### src/rtl/egg_drop_ctrl.sv
`default_nettype none
// ============================================================================
//  Module      : egg_drop_ctrl
//  Description : Game-level initiator for the egg animator. Paces frames,
//                issues a one-cycle go per frame, tracks the falling egg,
//                spawns eggs at LFSR-derived x, keeps score/lives/speed and
//                declares game over.
//  Revision    : 1.0 - initial release
// ============================================================================
module egg_drop_ctrl #(
    parameter int         SCREEN_W   = 160,
    parameter logic [6:0] SPAWN_Y    = 7'd0,
    parameter logic [6:0] CATCH_Y    = 7'd120,
    parameter logic [1:0] LIVES_INIT = 2'd3,
    parameter int         LEVEL_STEP = 4,
    parameter logic [2:0] MAX_SPEED  = 3'd7,
    parameter logic [7:0] LFSR_SEED  = 8'hA5
) (
    input  logic       clock,
    input  logic       reset,
    input  logic       start,
    input  logic       frame_tick,
    input  logic       anim_done,
    input  logic       anim_lose,
    input  logic [6:0] anim_out_y,
    output logic       go,
    output logic [7:0] egg_x,
    output logic [6:0] egg_y,
    output logic [2:0] speed,
    output logic [7:0] score,
    output logic [1:0] lives,
    output logic       busy,
    output logic       game_over
);

    localparam int              CNT_W        = $clog2(LEVEL_STEP + 1);
    localparam logic [CNT_W-1:0] c_CNT_STEP  = CNT_W'(LEVEL_STEP);
    localparam logic [CNT_W-1:0] c_CNT_ONE   = CNT_W'(1);
    localparam logic [7:0]      c_SCREEN_W   = 8'(SCREEN_W);

    localparam logic [2:0] c_ST_IDLE      = 3'd0;
    localparam logic [2:0] c_ST_SPAWN     = 3'd1;
    localparam logic [2:0] c_ST_WAIT_TICK = 3'd2;
    localparam logic [2:0] c_ST_ISSUE     = 3'd3;
    localparam logic [2:0] c_ST_WAIT_ANIM = 3'd4;
    localparam logic [2:0] c_ST_SCORE     = 3'd5;
    localparam logic [2:0] c_ST_GAME_OVER = 3'd6;

    logic [2:0]       state_q, state_d;
    logic [7:0]       lfsr_q;
    logic             go_q, go_d;
    logic             busy_q, busy_d;
    logic [7:0]       egg_x_q, egg_x_d;
    logic [6:0]       egg_y_q, egg_y_d;
    logic [2:0]       speed_q, speed_d;
    logic [7:0]       score_q, score_d;
    logic [1:0]       lives_q, lives_d;
    logic [CNT_W-1:0] cnt_q, cnt_d;

    logic             w_lfsr_fb;
    logic [7:0]       w_spawn_x;
    logic [CNT_W-1:0] w_cnt_inc;

    // Fibonacci taps 8,6,5,4; spawn x folds the LFSR value into [0, SCREEN_W)
    always_comb begin
        w_lfsr_fb = lfsr_q[7] ^ lfsr_q[5] ^ lfsr_q[4] ^ lfsr_q[3];
        w_spawn_x = (lfsr_q < c_SCREEN_W) ? lfsr_q : (lfsr_q - c_SCREEN_W);
        w_cnt_inc = cnt_q + c_CNT_ONE;
    end

    // Game sequencing: next state and next values of all game registers
    always_comb begin
        state_d = state_q;
        go_d    = 1'b0;
        busy_d  = busy_q;
        egg_x_d = egg_x_q;
        egg_y_d = egg_y_q;
        speed_d = speed_q;
        score_d = score_q;
        lives_d = lives_q;
        cnt_d   = cnt_q;
        case (state_q)
            c_ST_IDLE, c_ST_GAME_OVER: begin
                if (start) begin
                    state_d = c_ST_SPAWN;
                    score_d = 8'd0;
                    lives_d = LIVES_INIT;
                    speed_d = 3'd1;
                    cnt_d   = '0;
                end
            end
            c_ST_SPAWN: begin
                egg_x_d = w_spawn_x;
                egg_y_d = SPAWN_Y;
                state_d = c_ST_WAIT_TICK;
            end
            c_ST_WAIT_TICK: begin
                if (frame_tick) begin
                    state_d = c_ST_ISSUE;
                end
            end
            c_ST_ISSUE: begin
                // go and busy are registered, so they rise as WAIT_ANIM begins
                go_d    = 1'b1;
                busy_d  = 1'b1;
                state_d = c_ST_WAIT_ANIM;
            end
            c_ST_WAIT_ANIM: begin
                // A miss outranks a simultaneous done; ticks here are dropped
                if (anim_lose) begin
                    busy_d  = 1'b0;
                    lives_d = lives_q - 2'd1;
                    state_d = (lives_q == 2'd1) ? c_ST_GAME_OVER : c_ST_SPAWN;
                end else if (anim_done) begin
                    busy_d = 1'b0;
                    if (anim_out_y >= CATCH_Y) begin
                        state_d = c_ST_SCORE;
                    end else begin
                        egg_y_d = anim_out_y;
                        state_d = c_ST_WAIT_TICK;
                    end
                end
            end
            c_ST_SCORE: begin
                score_d = (score_q == 8'hFF) ? score_q : (score_q + 8'd1);
                if (w_cnt_inc == c_CNT_STEP) begin
                    cnt_d   = '0;
                    speed_d = (speed_q < MAX_SPEED) ? (speed_q + 3'd1) : MAX_SPEED;
                end else begin
                    cnt_d = w_cnt_inc;
                end
                state_d = c_ST_SPAWN;
            end
            default: begin
                state_d = c_ST_IDLE;
            end
        endcase
    end

    // State and game registers; the LFSR free-runs outside reset
    always_ff @(posedge clock) begin
        if (reset) begin
            state_q <= c_ST_IDLE;
            lfsr_q  <= LFSR_SEED;
            go_q    <= 1'b0;
            busy_q  <= 1'b0;
            egg_x_q <= 8'd0;
            egg_y_q <= SPAWN_Y;
            speed_q <= 3'd1;
            score_q <= 8'd0;
            lives_q <= LIVES_INIT;
            cnt_q   <= '0;
        end else begin
            state_q <= state_d;
            lfsr_q  <= {lfsr_q[6:0], w_lfsr_fb};
            go_q    <= go_d;
            busy_q  <= busy_d;
            egg_x_q <= egg_x_d;
            egg_y_q <= egg_y_d;
            speed_q <= speed_d;
            score_q <= score_d;
            lives_q <= lives_d;
            cnt_q   <= cnt_d;
        end
    end

    assign go        = go_q;
    assign busy      = busy_q;
    assign egg_x     = egg_x_q;
    assign egg_y     = egg_y_q;
    assign speed     = speed_q;
    assign score     = score_q;
    assign lives     = lives_q;
    assign game_over = (state_q == c_ST_GAME_OVER);

endmodule
`default_nettype wire

### config.mk
export PLATFORM = sky130hd
export DESIGN_NAME = egg_drop_ctrl
export DESIGN_NICKNAME = d
export VERILOG_FILES = /design/src/rtl/egg_drop_ctrl.sv
export SDC_FILE = /design/constraint.sdc
export NUM_CORES = 1
export LEC_CHECK = 0
export BUFFER_PORTS_ARGS = -buffer_cell sky130_fd_sc_hd__buf_2
export CELL_PAD_IN_SITES_DETAIL_PLACEMENT = 1
export CELL_PAD_IN_SITES_GLOBAL_PLACEMENT = 2
export CORE_MARGIN = 3
export CORE_UTILIZATION = 28
export DETAILED_ROUTE_END_ITERATION = 10
export PLACE_DENSITY = 0.76
export SLEW_MARGIN = 5
export SYNTH_ARGS = -nofsm -noshare
export SYNTH_HDL_FRONTEND = slang
export SYNTH_SLANG_ARGS = --single-unit
### constraint.sdc
create_clock -name clock -period 1.9 [get_ports clock]
set_clock_uncertainty 0.05 [all_clocks]
set_input_delay 0.19 -clock clock [delete_from_list [all_inputs] [get_ports clock]]
set_output_delay 0.19 -clock clock [all_outputs]
set_load 0.05 [all_outputs]
==> results.rst <==
.. list-table::
   :header-rows: 1

   * - Metric
     - Value
   * - Run status
     - completed
   * - Synth Area in XOR/XNOR
     - 2.10%
   * - Violation count after the first detailed-routing iteration
     - 29
   * - Global-route wire length before repair
     - 9160 um
   * - WP data arrival
     - 2.01 ns
   * - Register bit count reported by yosys
     - 44
   * - Multi-input gate area
     - 1090 um2
   * - Largest net degree at the start of global routing
     - 22
   * - Final critical-path share of the clock period
     - 95.8%
   * - Clock tree from TritonCTS
     - yes
   * - # Max-Cap Violations
     - 0
   * - Hold Vio Cnt, Final
     - 0
   * - TritonCTS buffer count
     - 5
   * - Post-CTS setup buffers
     - 0
   * - Max-slew violation count
     - 0
   * - Setup TNS
     - 0 ns
   * - Clock insertion delay at the later pin of the skew report
     - 0.30 ns
   * - RSZ-0062 raised after global routing
     - no
   * - Synthesized-area fraction occupied by ao, oa, aoi and oai cells
     - 21.3%
   * - Synthesized net count
     - 266
   * - Achievable Freq
     - 550 MHz
   * - Critical path capture point type
     - flip-flop
   * - Fin crit period
     - 1.82 ns
   * - Die H
     - 92.3 um
   * - Delay of the slowest cell on the worst path
     - 0.53 ns
   * - Cell types occupying the most area after synthesis
     - dfxtp_1, a21oi_1, nand2_1
   * - Vias per std cell
     - 4.92
   * - Unique masters post-synth
     - 47
   * - NumNets Final
     - 316
   * - Port Buffer Count
     - 43
   * - HPWL after detailed placement
     - 4020 um
   * - Post-synthesis adder-cell area fraction
     - 4.20%
   * - Horizontal extent of the die
     - 92.3 um
   * - Largest delay share family, worst path
     - simple AND/OR/NAND/NOR gates
   * - Total of endpoints with negative setup slack in the final report
     - 0
   * - Num Clock Sinks
     - 44
   * - Headroom to the max-slew limit
     - 66.3%
   * - Worst path buffer plus inverter count
     - 0
   * - Per-cell routed wire length
     - 13.7 um
   * - Post-synth top area cell
     - dfxtp_1
   * - Power density relative to cell area
     - 1040 nW/um2
   * - Effective utilization at floorplan
     - 29.7%
   * - IO Count
     - 44
   * - Remaining DRCs
     - 0
   * - Synth Warn #
     - 0
   * - Met3 WL
     - 188 um
   * - Cell area reported after detailed placement
     - 2460 um2
   * - Max Used Layer
     - met4
   * - Area taken by flip-flops and latches
     - 885 um2
   * - Antenna violation net count after detailed routing
     - 0
   * - DR pass1 iterations
     - 4
   * - GP Congestion
     - 0.718
   * - Vias in the first global route
     - 1,968
   * - Total standard cell area after synthesis
     - 2080 um2
   * - Antenna cell count
     - 0
   * - Placeable Area
     - 7020 um2
   * - Cell with the most instances after synthesis
     - dfxtp_1
   * - Tightest Pin Transition
     - 0.506 ns
   * - Most numerous cell types in the synthesized netlist
     - dfxtp_1, a21oi_1, nand2_1, o21ai_0
   * - Total Die Area
     - 8520 um2
   * - Layout cell share with drive strength beyond 1
     - 25.3%
   * - Post-placement cell count
     - 385
   * - Worst reg2reg setup slack
     - 0.08 ns
   * - IR Drop Worst-Case VDD
     - 0.569 mV
   * - Overall via count from detail_route
     - 1,932
   * - Cell row count
     - 30
   * - Clock transition at path regs
     - 0.09 ns
   * - H-Tree Depth
     - 2
   * - Critical path cell sequence
     - or4b_4, and3_4, or4_1, a21oi_1
   * - Post-Synthesis Mean Instance Area
     - 8.47 um2
   * - Maximum fanout encountered on the critical timing path
     - 10
   * - Asr flop ratio synth
     - 0%
   * - Layout overhead on the synthesized area
     - 23.8%
   * - Post-Route M1 WL
     - 2680 um
   * - GRT Overall Usage
     - 13.2%
   * - Finished Cell Area
     - 2580 um2
   * - Final standard cell count with taps included and fillers excluded
     - 393
   * - Category of the worst setup path launch point
     - flip-flop
   * - Sequential area share after synthesis
     - 42.3%
   * - Root Buffer Master
     - clkbuf_8
   * - Fraction of post-synthesis cell area in the top cell type by area
     - 42.3%
   * - Count of flip-flops with a built-in enable after synthesis
     - 0
   * - Hold Path Class
     - in2reg
   * - Cell at the slowest stage of the critical path
     - or4b_4
   * - Total wire length after detailed routing
     - 5400 um
   * - Fill cell instance count of the final layout
     - 876
   * - Post-synthesis mux area share
     - 2.40%
   * - LEAKAGE
     - 1.03 nW
   * - Hold WS
     - 0.125 ns
   * - Total grt overflow
     - 0
   * - Synth Area in Simple Gates
     - 22.4%
   * - Crit path kind
     - reg2reg
   * - Utilization of the core after routing
     - 36.8%
   * - Amount of wire on met2 after detailed routing
     - 2460 um
   * - Primary flip-flop cell chosen by synthesis mapping
     - dfxtp_1
   * - Post-Synthesis Cells
     - 246
   * - Data required time at the worst endpoint
     - 2.09 ns
   * - Combinational family with the most area after synthesis
     - simple AND/OR/NAND/NOR gates
   * - Number of antenna violations at the first check in global routing
     - 0
   * - Maximum number of buffers from clock root to sink
     - 2
[per-layer routing]
metal | global-route usage [%] | up-vias
met2 | 21.6 | 32
met5 | 0 | -
met1 | 16.9 | 904
met3 | 3.12 | 8
met4 | 4.46 | 0
li1 | - | 988
[flip-flops by register name, summed over array words and instances (netlist names)]
name	count
busy	1
cnt_q	3
egg_x	8
egg_y	7
go	1
lfsr_q	8
lives	2
score	8
speed	3
state_q	3
[power by group]
part           internal (mW)  switching, mW  total [mW]
Clock                  0.396          0.357       0.753
Sequential             0.998         0.0420        1.04
Combinational          0.311          0.568       0.879
Total                   1.71          0.967        2.67
[timing repair]
action	CTS	global route
endpoints found under the hold margin	0	0
resized for setup	0	1
hold buffers	0	0
endpoints found under the setup margin	0	1
[kinds of logic (layout without fill, tap and decap cells)]
group,Yosys count,count (layout)
multiplexers,5,5
flip-flops,44,44
AND/OR/NAND/NOR,86,86
XOR/XNOR,5,5
adder cells (fa/ha/maj),7,7
AO/OA/AOI/OAI,74,74
buffers and inverters,25,76
[final timing paths]
path / cells after the start / to / startpoint
setup / recovery: 4 / score[2] / state_q[2]
hold / removal: 3 / egg_y[0] / anim_out_y[0]
setup reg to reg: 4 / score[2] / state_q[2]
hold reg to reg: 1 / lfsr_q[2] / lfsr_q[1]
[layout make-up]
type / count / share of cell area [%]
Multi-Input combinational cell: 177 / 42.3
Tap cell: 96 / 4.65
Clock inverter: 3 / 1.79
Clock buffer: 5 / 2.67
Sequential cell: 44 / 34.3
Timing Repair Buffer: 59 / 13.0
Inverter: 9 / 1.31
[worst reg2reg max path: stages (launching register included)]
cell and delay (ns):
dfxtp_2 0.35, or4b_4 0.53, and3_4 0.21, or4_1 0.48, a21oi_1 0.14
[metrics by stage]
stage / power [mW] / setup WS [ns]
6_report: 2.67 / 0.0806
5_1_grt: 2.83 / 0.0201
4_1_cts: 2.71 / 0.0538
3_5_place_dp: 1.95 / 0.0746
3_3_place_gp: 1.94 / 0.113
2_1_floorplan: 1.70 / 0.00983
[layout by cell type, fill, tap and decap left out, types with 5 or more instances in the layout]
cell type and count:
buf_2 43, dfxtp_1 41, a21oi_1 31, nand2_1 29, buf_4 16, o21ai_0 15
nor2_1 11, inv_1 9, o2111ai_1 7, ha_1 7, nand2b_1 6, nand3_1 6
nor2b_1 5, mux2i_1 5, clkbuf_8 5
Note: power is estimated with default switching activity, not from simulation.
